[src/rtl/brq_pkg.sv]
// rtl/brq_pkg.sv - shared types and constants for the branch resolve queue
package brq_pkg;

    localparam int PC_MAX_W = 32;
    localparam int unsigned PC_INC = 4;

    typedef enum logic {
        RUN     = 1'b0,
        RECOVER = 1'b1
    } state_t;

    // Entry fields are sized for the widest supported PC; narrower PCs are zero-extended.
    typedef struct packed {
        logic [PC_MAX_W-1:0] pc;
        logic                pred_taken;
        logic [PC_MAX_W-1:0] pred_tgt;
    } entry_t;

endpackage

[src/rtl/brq_fifo.sv]
// rtl/brq_fifo.sv - circular entry store with wrapping pointers, occupancy count and synchronous clear
module brq_fifo #(
    parameter int DEPTH = 4,
    parameter int WIDTH = 8
) (
    input  logic                     clk,
    input  logic                     rst_n,
    input  logic                     push,
    input  logic [WIDTH-1:0]         push_data,
    input  logic                     pop,
    input  logic                     clear,
    output logic [WIDTH-1:0]         head_data,
    output logic [$clog2(DEPTH):0]   count
);

    localparam int PTR_W = $clog2(DEPTH);

    logic [WIDTH-1:0] mem [DEPTH];
    logic [PTR_W-1:0] wr_ptr;
    logic [PTR_W-1:0] rd_ptr;

    // Caller guarantees no push when full and no pop when empty.
    always_ff @(posedge clk) begin
        if (push) begin
            mem[wr_ptr] <= push_data;
        end
    end

    always_ff @(posedge clk) begin
        if (!rst_n || clear) begin
            wr_ptr <= '0;
            rd_ptr <= '0;
            count  <= '0;
        end else begin
            if (push) begin
                wr_ptr <= wr_ptr + 1'b1;
            end
            if (pop) begin
                rd_ptr <= rd_ptr + 1'b1;
            end
            case ({push, pop})
                2'b10:   count <= count + 1'b1;
                2'b01:   count <= count - 1'b1;
                default: count <= count;
            endcase
        end
    end

    assign head_data = mem[rd_ptr];

endmodule

[src/rtl/branch_resolve_queue.sv]
// rtl/branch_resolve_queue.sv - in-flight branch tracker producing BHT training writes and mispredict flushes
// Optional macro BRQ_STATS_EN adds saturating resolve/mispredict counters.
module branch_resolve_queue
    import brq_pkg::*;
#(
    parameter int DEPTH = 4,
    parameter int PC_W  = 32,
    parameter int IDX_W = 5
) (
    input  logic                     clk,
    input  logic                     rst_n,
    input  logic                     push_valid,
    output logic                     push_ready,
    input  logic [PC_W-1:0]          push_pc,
    input  logic                     push_pred_taken,
    input  logic [PC_W-1:0]          push_pred_tgt,
    input  logic                     res_valid,
    input  logic                     res_taken,
    input  logic [PC_W-1:0]          res_tgt,
    output logic                     upd_valid,
    output logic [IDX_W-1:0]         upd_addr,
    output logic                     upd_taken,
    output logic                     flush,
    output logic [PC_W-1:0]          redirect_pc,
    output logic                     res_err,
`ifdef BRQ_STATS_EN
    output logic [31:0]              stat_resolved,
    output logic [31:0]              stat_mispred,
`endif
    output logic [$clog2(DEPTH):0]   count
);

    localparam int CNT_W = $clog2(DEPTH) + 1;
    localparam logic [CNT_W-1:0] FULL = CNT_W'(DEPTH);

    state_t         state;
    state_t         state_next;
    entry_t         push_entry;
    entry_t         head;
    logic [PC_W-1:0] head_pc;
    logic [PC_W-1:0] head_tgt;
    logic           push_fire;
    logic           res_fire;
    logic           empty_res;
    logic           mispred;

    assign push_entry = '{pc:         PC_MAX_W'(push_pc),
                          pred_taken: push_pred_taken,
                          pred_tgt:   PC_MAX_W'(push_pred_tgt)};
    assign head_pc  = head.pc[PC_W-1:0];
    assign head_tgt = head.pred_tgt[PC_W-1:0];
    assign mispred  = (head.pred_taken != res_taken) || (res_taken && (head_tgt != res_tgt));

    // A mispredict clears the store, which also swallows any same-cycle push.
    brq_fifo #(
        .DEPTH (DEPTH),
        .WIDTH ($bits(entry_t))
    ) u_fifo (
        .clk       (clk),
        .rst_n     (rst_n),
        .push      (push_fire && !(res_fire && mispred)),
        .push_data (push_entry),
        .pop       (res_fire && !mispred),
        .clear     (res_fire && mispred),
        .head_data (head),
        .count     (count)
    );

    always_ff @(posedge clk) begin
        if (!rst_n) begin
            state <= RUN;
        end else begin
            state <= state_next;
        end
    end

    always_comb begin
        state_next = state;
        case (state)
            RUN:     if (res_fire && mispred) state_next = RECOVER;
            RECOVER: state_next = RUN;
            default: state_next = RUN;
        endcase
    end

    always_comb begin
        push_ready = (state == RUN) && (count < FULL);
        push_fire  = push_valid && push_ready;
        res_fire   = (state == RUN) && res_valid && (count != '0);
        empty_res  = (state == RUN) && res_valid && (count == '0);
    end

    always_ff @(posedge clk) begin
        if (!rst_n) begin
            upd_valid   <= 1'b0;
            upd_addr    <= '0;
            upd_taken   <= 1'b0;
            flush       <= 1'b0;
            redirect_pc <= '0;
            res_err     <= 1'b0;
        end else begin
            upd_valid <= res_fire;
            flush     <= res_fire && mispred;
            res_err   <= empty_res;
            if (res_fire) begin
                upd_addr  <= head.pc[IDX_W+1:2];
                upd_taken <= res_taken;
            end
            if (res_fire && mispred) begin
                redirect_pc <= res_taken ? res_tgt : head_pc + PC_W'(PC_INC);
            end
        end
    end

`ifdef BRQ_STATS_EN
    always_ff @(posedge clk) begin
        if (!rst_n) begin
            stat_resolved <= '0;
            stat_mispred  <= '0;
        end else begin
            if (res_fire && (stat_resolved != 32'hFFFF_FFFF)) begin
                stat_resolved <= stat_resolved + 32'd1;
            end
            if (res_fire && mispred && (stat_mispred != 32'hFFFF_FFFF)) begin
                stat_mispred <= stat_mispred + 32'd1;
            end
        end
    end
`endif

endmodule

[config.mk]
export PLATFORM = sky130hd
export DESIGN_NAME = branch_resolve_queue
export DESIGN_NICKNAME = d
export VERILOG_FILES = /design/src/rtl/brq_pkg.sv /design/src/rtl/brq_fifo.sv /design/src/rtl/branch_resolve_queue.sv
export SDC_FILE = /design/constraint.sdc
export NUM_CORES = 1
export LEC_CHECK = 0
export ABC_AREA = 0
export BUFFER_PORTS_ARGS = -buffer_cell sky130_fd_sc_hd__buf_2
export CORE_AREA = 3 3 184 186
export DETAILED_ROUTE_END_ITERATION = 16
export DIE_AREA = 0 0 187 189
export SLEW_MARGIN = 20
export SYNTH_ARGS = -nofsm -noshare
export SYNTH_HDL_FRONTEND = slang
export SYNTH_HIERARCHICAL = 1
export SYNTH_SLANG_ARGS = --single-unit
[constraint.sdc]
create_clock -name clk -period 8.5 [get_ports clk]
set_clock_uncertainty 0.1 [all_clocks]
set_input_delay 0.425 -clock clk [delete_from_list [all_inputs] [get_ports clk]]
set_output_delay 0.425 -clock clk [all_outputs]
set_load 0.05 [all_outputs]
# Word level (Yosys, flattened, before mapping)
# Memories as Yosys holds them, arrays and structs flattened. A register that Yosys moved wholly into a read port is not among the register bits.
# Index checks and enable logic that the tools add are counted.
[classes]
add_sub_neg = 5
magnitude_cmp = 1
eq_ne = 4
mux = 8
bitwise = 1
n_reduce_logical = 17
[ops]
columns = ["operator", "count"]
rows = [
  ["32-bit by 3-bit adder with 32-bit output (second input constant)", 1],
  ["32-bit 2-to-1 mux", 1],
  ["32-bit != test", 1],
  ["1-bit logical AND", 9],
  ["3-bit case mux with 2 select lines", 1],
  ["2-bit by 1-bit adder with 2-bit output (second input constant)", 2],
  ["2-bit 2-to-1 mux", 2],
  ["3-bit by 1-bit adder with 3-bit output (second input constant)", 1],
  ["1-bit zero test", 3],
  ["3-bit zero test", 1],
  ["3-bit < comparator (second input constant)", 1],
  ["1-bit 2-to-1 mux", 3],
  ["3-bit nonzero test", 1],
  ["3-bit by 1-bit subtractor with 3-bit output (second input constant)", 1],
  ["2-bit by 1-bit equality test with 1-bit output (second input constant)", 1],
  ["2-bit equality test (second input constant)", 1],
  ["1-bit logical OR", 2],
  ["1-bit case mux with 2 select lines", 1],
  ["2-bit nonzero test", 1],
  ["1-bit != test", 1],
  ["1-bit inverter", 1],
]
[totals]
ff_bits = 49
mem_bits_rw = 260
in_bits = 102
n_memories = 1
[mem_list]
columns = ["name", "depth", "width", "rd", "rd_clocked_by_memory_dff", "wr", "line_no", "text"]
rows = [
  ["u_fifo.mem", 4, 65, 1, 1, 1, "brq_fifo.sv:18", "logic [WIDTH-1:0] mem [DEPTH];"],
]

# Logic depth before layout (Yosys ltp)
[logic_depth]
depth_word = 8
depth_mapped = 16

# By module
# Netlist, hierarchy kept.
[by_module_without_submodules]
columns = ["mod", "n_inst", "cells_per_inst", "area_each_um2"]
rows = [
  ["brq_fifo", 1, 385, 9853.2],
  ["branch_resolve_queue", 1, 352, 2971.6],
]

# Worst setup path after synthesis
# Ideal clock, no wire load.
[synth_path]
path_type = "flip-flop to flip-flop"
start = "register (tool-made name)"
end = "memory u_fifo/mem[0][0] in the netlist's numbering (enable)"
setup_time_ns = 0.430
arrival_time_ns = 3.972
required_ns = 7.970
path_slack_ns = 3.998
stages_incl_launch_ff = 11
path_cell_list = "dfxtp_1 buf_6 buf_12 mux4_2 xnor2_1 nand4_1 nor4_1 nand4_1 nand2_2 and3_1 and2_1"
[synth_lines]
columns = ["element", "line_no"]
rows = [
  ["end, declared", "brq_fifo.sv:18"],
]

==> flow_summary_export.csv <==
group,metric,value,unit
timing,hold_ws,0.0128,ns
grt,grtUsageMet2,0.275,
timing,final.min_clock_period,6.14,ns
power_and_ir_drop,switchingPower,1.25,mW
yosys,ys_warn_count,6,
grt,top_usage_layer,"met2",
routing,wl,31.1,mm
die,core,32500,µm²
die,start_util,0.395,
timing,relSlewSlack,0.267,
die,die_area,35300,µm²
routing,antenna_left,0,
routing,first_iter_violations,564,
finish,layout_commonest_cell,"edfxtp_1",
power_and_ir_drop,p_int,3.03,mW
finish,drive_above_1_share,0.303,
grt,use_met3,0.0370,
routing,routedWlPerCell,22.2,µm
power_and_ir_drop,pwr-share-clk,0.312,
finish,fin_nets,1043,
grt,grt_max_degree,50,
routing,vias,7297,
power_and_ir_drop,leakage,5.36,nW
yosys,netlist_area,12800,µm²
clock_tree,path_clk_slew,0.06,ns
die,die_width,187,µm
yosys,postSynthAreaPerCell,17.4,µm²
clock_tree,numCtsBuffers,31,
worst_setup_path,reg2regPathDepth,9,
flow_run,cap_violations,0,
grt,grt_pass1_wl,47.1,mm
yosys,syn_inst,737,
yosys,ys.flop_type,"edfxtp_1",
grt,first_global_vias,7264,
timing,setup_tns,0,ns
die,die_h,189,µm
power_and_ir_drop,ir_worst_vdd,0.000165,V
routing,remaining_drc_errors,0,
worst_setup_path,worst_ep_arrival_time,6.23,ns
grt,overflow,0,
clock_tree,clk_latency,0.55,ns
timing,grt_setup_unrepaired,"no",
yosys,async_flop_share,0,
clock_tree,cts_sinks,311,
yosys,syn-num-nets,846,
grt,grtUsageMet1,0.258,
die,rows,66,
placed_design,dpl.hpwl,21.6,mm
worst_setup_path,cp_data_required_time,8.59,ns
clock_tree,tritoncts,"done",
placed_design,port_buffers,146,
grt,track_usage,0.175,
finish,layout_common_cells,"260 x edfxtp_1, 146 x buf_2, 65 x mux4_2",
yosys,synth-edff-count,260,
timing,worst_pin_slew,1.10,ns
die,io-pin-count,147,
power_and_ir_drop,seqPwrFrac,0.468,
finish,area_growth_syn_to_layout,20.1,%
timing,hold_viol_final,0,
status,status,"completed",
power_and_ir_drop,power.density,278,nW/µm²
worst_setup_path,endpoint_kind,"register",
placed_design,routabilityCongestion,0.770,
clock_tree,cts-root-buf,"clkbuf_16",
timing,period_share,0.723,
hold_path,worstHoldPathCells,1,
yosys,ys_seq_elements,311,
clock_tree,clock_path_buffers,3,
yosys,ys_types,49,
timing,max_freq,163,MHz
hold_path,min-delay-path-class,"in2reg",
worst_setup_path,worstSetupStartpointType,"register",
clock_tree,post_cts_resized,0,
worst_setup_path,critPathKind,"reg2reg",
routing,dr.pass1.iters,5,
worst_setup_path,cp_max_fo,43,
timing,setup_violations,0,
clock_tree,cts_setup_buffers,0,
power_and_ir_drop,p_sw_frac,0.292,
timing,slew_violations,0,
grt,antenna_found_initial,3,
routing,drt-vias-per-instance,5.21,
yosys,synth.yosys.seq_area_share,0.688,
clock_tree,cts_max_level,1,
power_and_ir_drop,power_frac_comb,0.220,
[kinds of logic after synthesis]
logic type | after synthesis | synth area share
AOI/OAI and AO/OA | 70 | 0.0345
xor gates and xnor gates | 63 | 0.0430
muxes | 95 | 0.138
buffers and inverters | 50 | 0.0245
adders and majority gates | 7 | 0.00741
DFF | 311 | 0.688
and+or+nand+nor | 141 | 0.0645
[synthesized netlist by cell type, drive strengths merged, types with 2 or more instances]
cell type / instances / area, µm²
edfxtp: 260 / 7810
mux4: 65 / 1460
dfxtp: 51 / 1020
xnor2: 44 / 385
nand2: 37 / 146
nor2: 30 / 113
mux2i: 29 / 290
o21ai: 26 / 130
buf: 21 / 205
xor2: 19 / 166
clkbuf: 17 / 63.8
nand3: 14 / 70.1
o211ai: 13 / 97.6
nor4: 12 / 148
a21oi: 11 / 55.1
inv: 11 / 41.3
nand4: 11 / 98.8
a21o: 9 / 67.6
and2: 8 / 50.1
and4: 7 / 61.3
nor3: 7 / 40.0
and3: 6 / 42.5
ha: 6 / 75.1
a311oi: 4 / 35.0
nand2b: 4 / 25.0
nor2b: 2 / 12.5
or3: 2 / 12.5
[layer usage]
layer | part of all wire | routed length, µm | vias to the layer above
met2 | 0.47 | 14500 | 283
li1 | - | - | 3281
met4 | 0.011 | 331 | 2
met5 | 0.00045 | 14 | -
met1 | 0.44 | 13800 | 3702
met3 | 0.081 | 2530 | 29
[through the flow]
step | worst slack, ns | power (mW) | util | cell area, µm² | instances
finish | 2.36 | 4.28 | 0.475 | 15400 | 1401
global route | 1.85 | 4.46 | 0.474 | 15400 | 1400
CTS | 2.30 | 4.32 | 0.474 | 15400 | 1399
detailed placement | 2.30 | 2.97 | 0.429 | 13900 | 1296
global placement | 2.36 | 2.96 | 0.429 | 13900 | 1296
floorplan | 4.00 | 2.69 | - | 12800 | 737
[sequential cells by signal, summed over array words and instances (netlist names), named ones only]
signal / cells
u_fifo/rd_ptr: 2
u_fifo/mem: 260
state: 1
u_fifo/count: 3
upd_taken: 1
upd_valid: 1
upd_addr: 5
u_fifo/wr_ptr: 2
res_err: 1
redirect_pc: 32
flush: 1
[worst max-delay path, stage by stage, from the launching register on]
cell,delay [ns]
dfxtp_4,0.90
mux4_2,0.61
xnor2_1,0.19
nand4_1,0.15
nor4_1,0.40
nand4_1,0.60
nand2_2,0.84
and3_1,0.41
and2_2,0.84
buf_4,0.58
[power groups by stage]
stage,logic (mW),clock network (mW),registers (mW)
6_report,0.940,1.33,2.00
5_1_grt,1.01,1.43,2.03
4_1_cts,0.951,1.36,2.01
3_5_place_dp,0.929,0,2.04
3_3_place_gp,0.924,0,2.03
2_1_floorplan,0.537,0,2.15
[final cells by class]
| class | count | area [µm²] |
|---|---|---|
| Fill cell | 2808 | 17100 |
| Sequential cell | 311 | 8830 |
| Multi-Input combinational cell | 376 | 3690 |
| Timing Repair Buffer | 202 | 1270 |
| Clock buffer | 45 | 912 |
| Tap cell | 442 | 553 |
| Clock inverter | 12 | 93.8 |
| Inverter | 12 | 45.0 |
| Antenna cell | 1 | 2.50 |
[final timing paths]
check                          from  slack (ns)                end
setup / recovery           register        2.36   u_fifo/mem[0][3]
hold / removal    push_pred_tgt[16]        0.01  u_fifo/mem[2][16]
setup reg to reg           register        2.36   u_fifo/mem[0][3]
hold reg to reg     redirect_pc[26]        0.36    redirect_pc[26]
[timing repair]
item                       CTS  global route
hold buffers                46             1
hold endpoints to repair   179             2
setup endpoints to repair    0             0
Power figures use the tool's default switching activity.
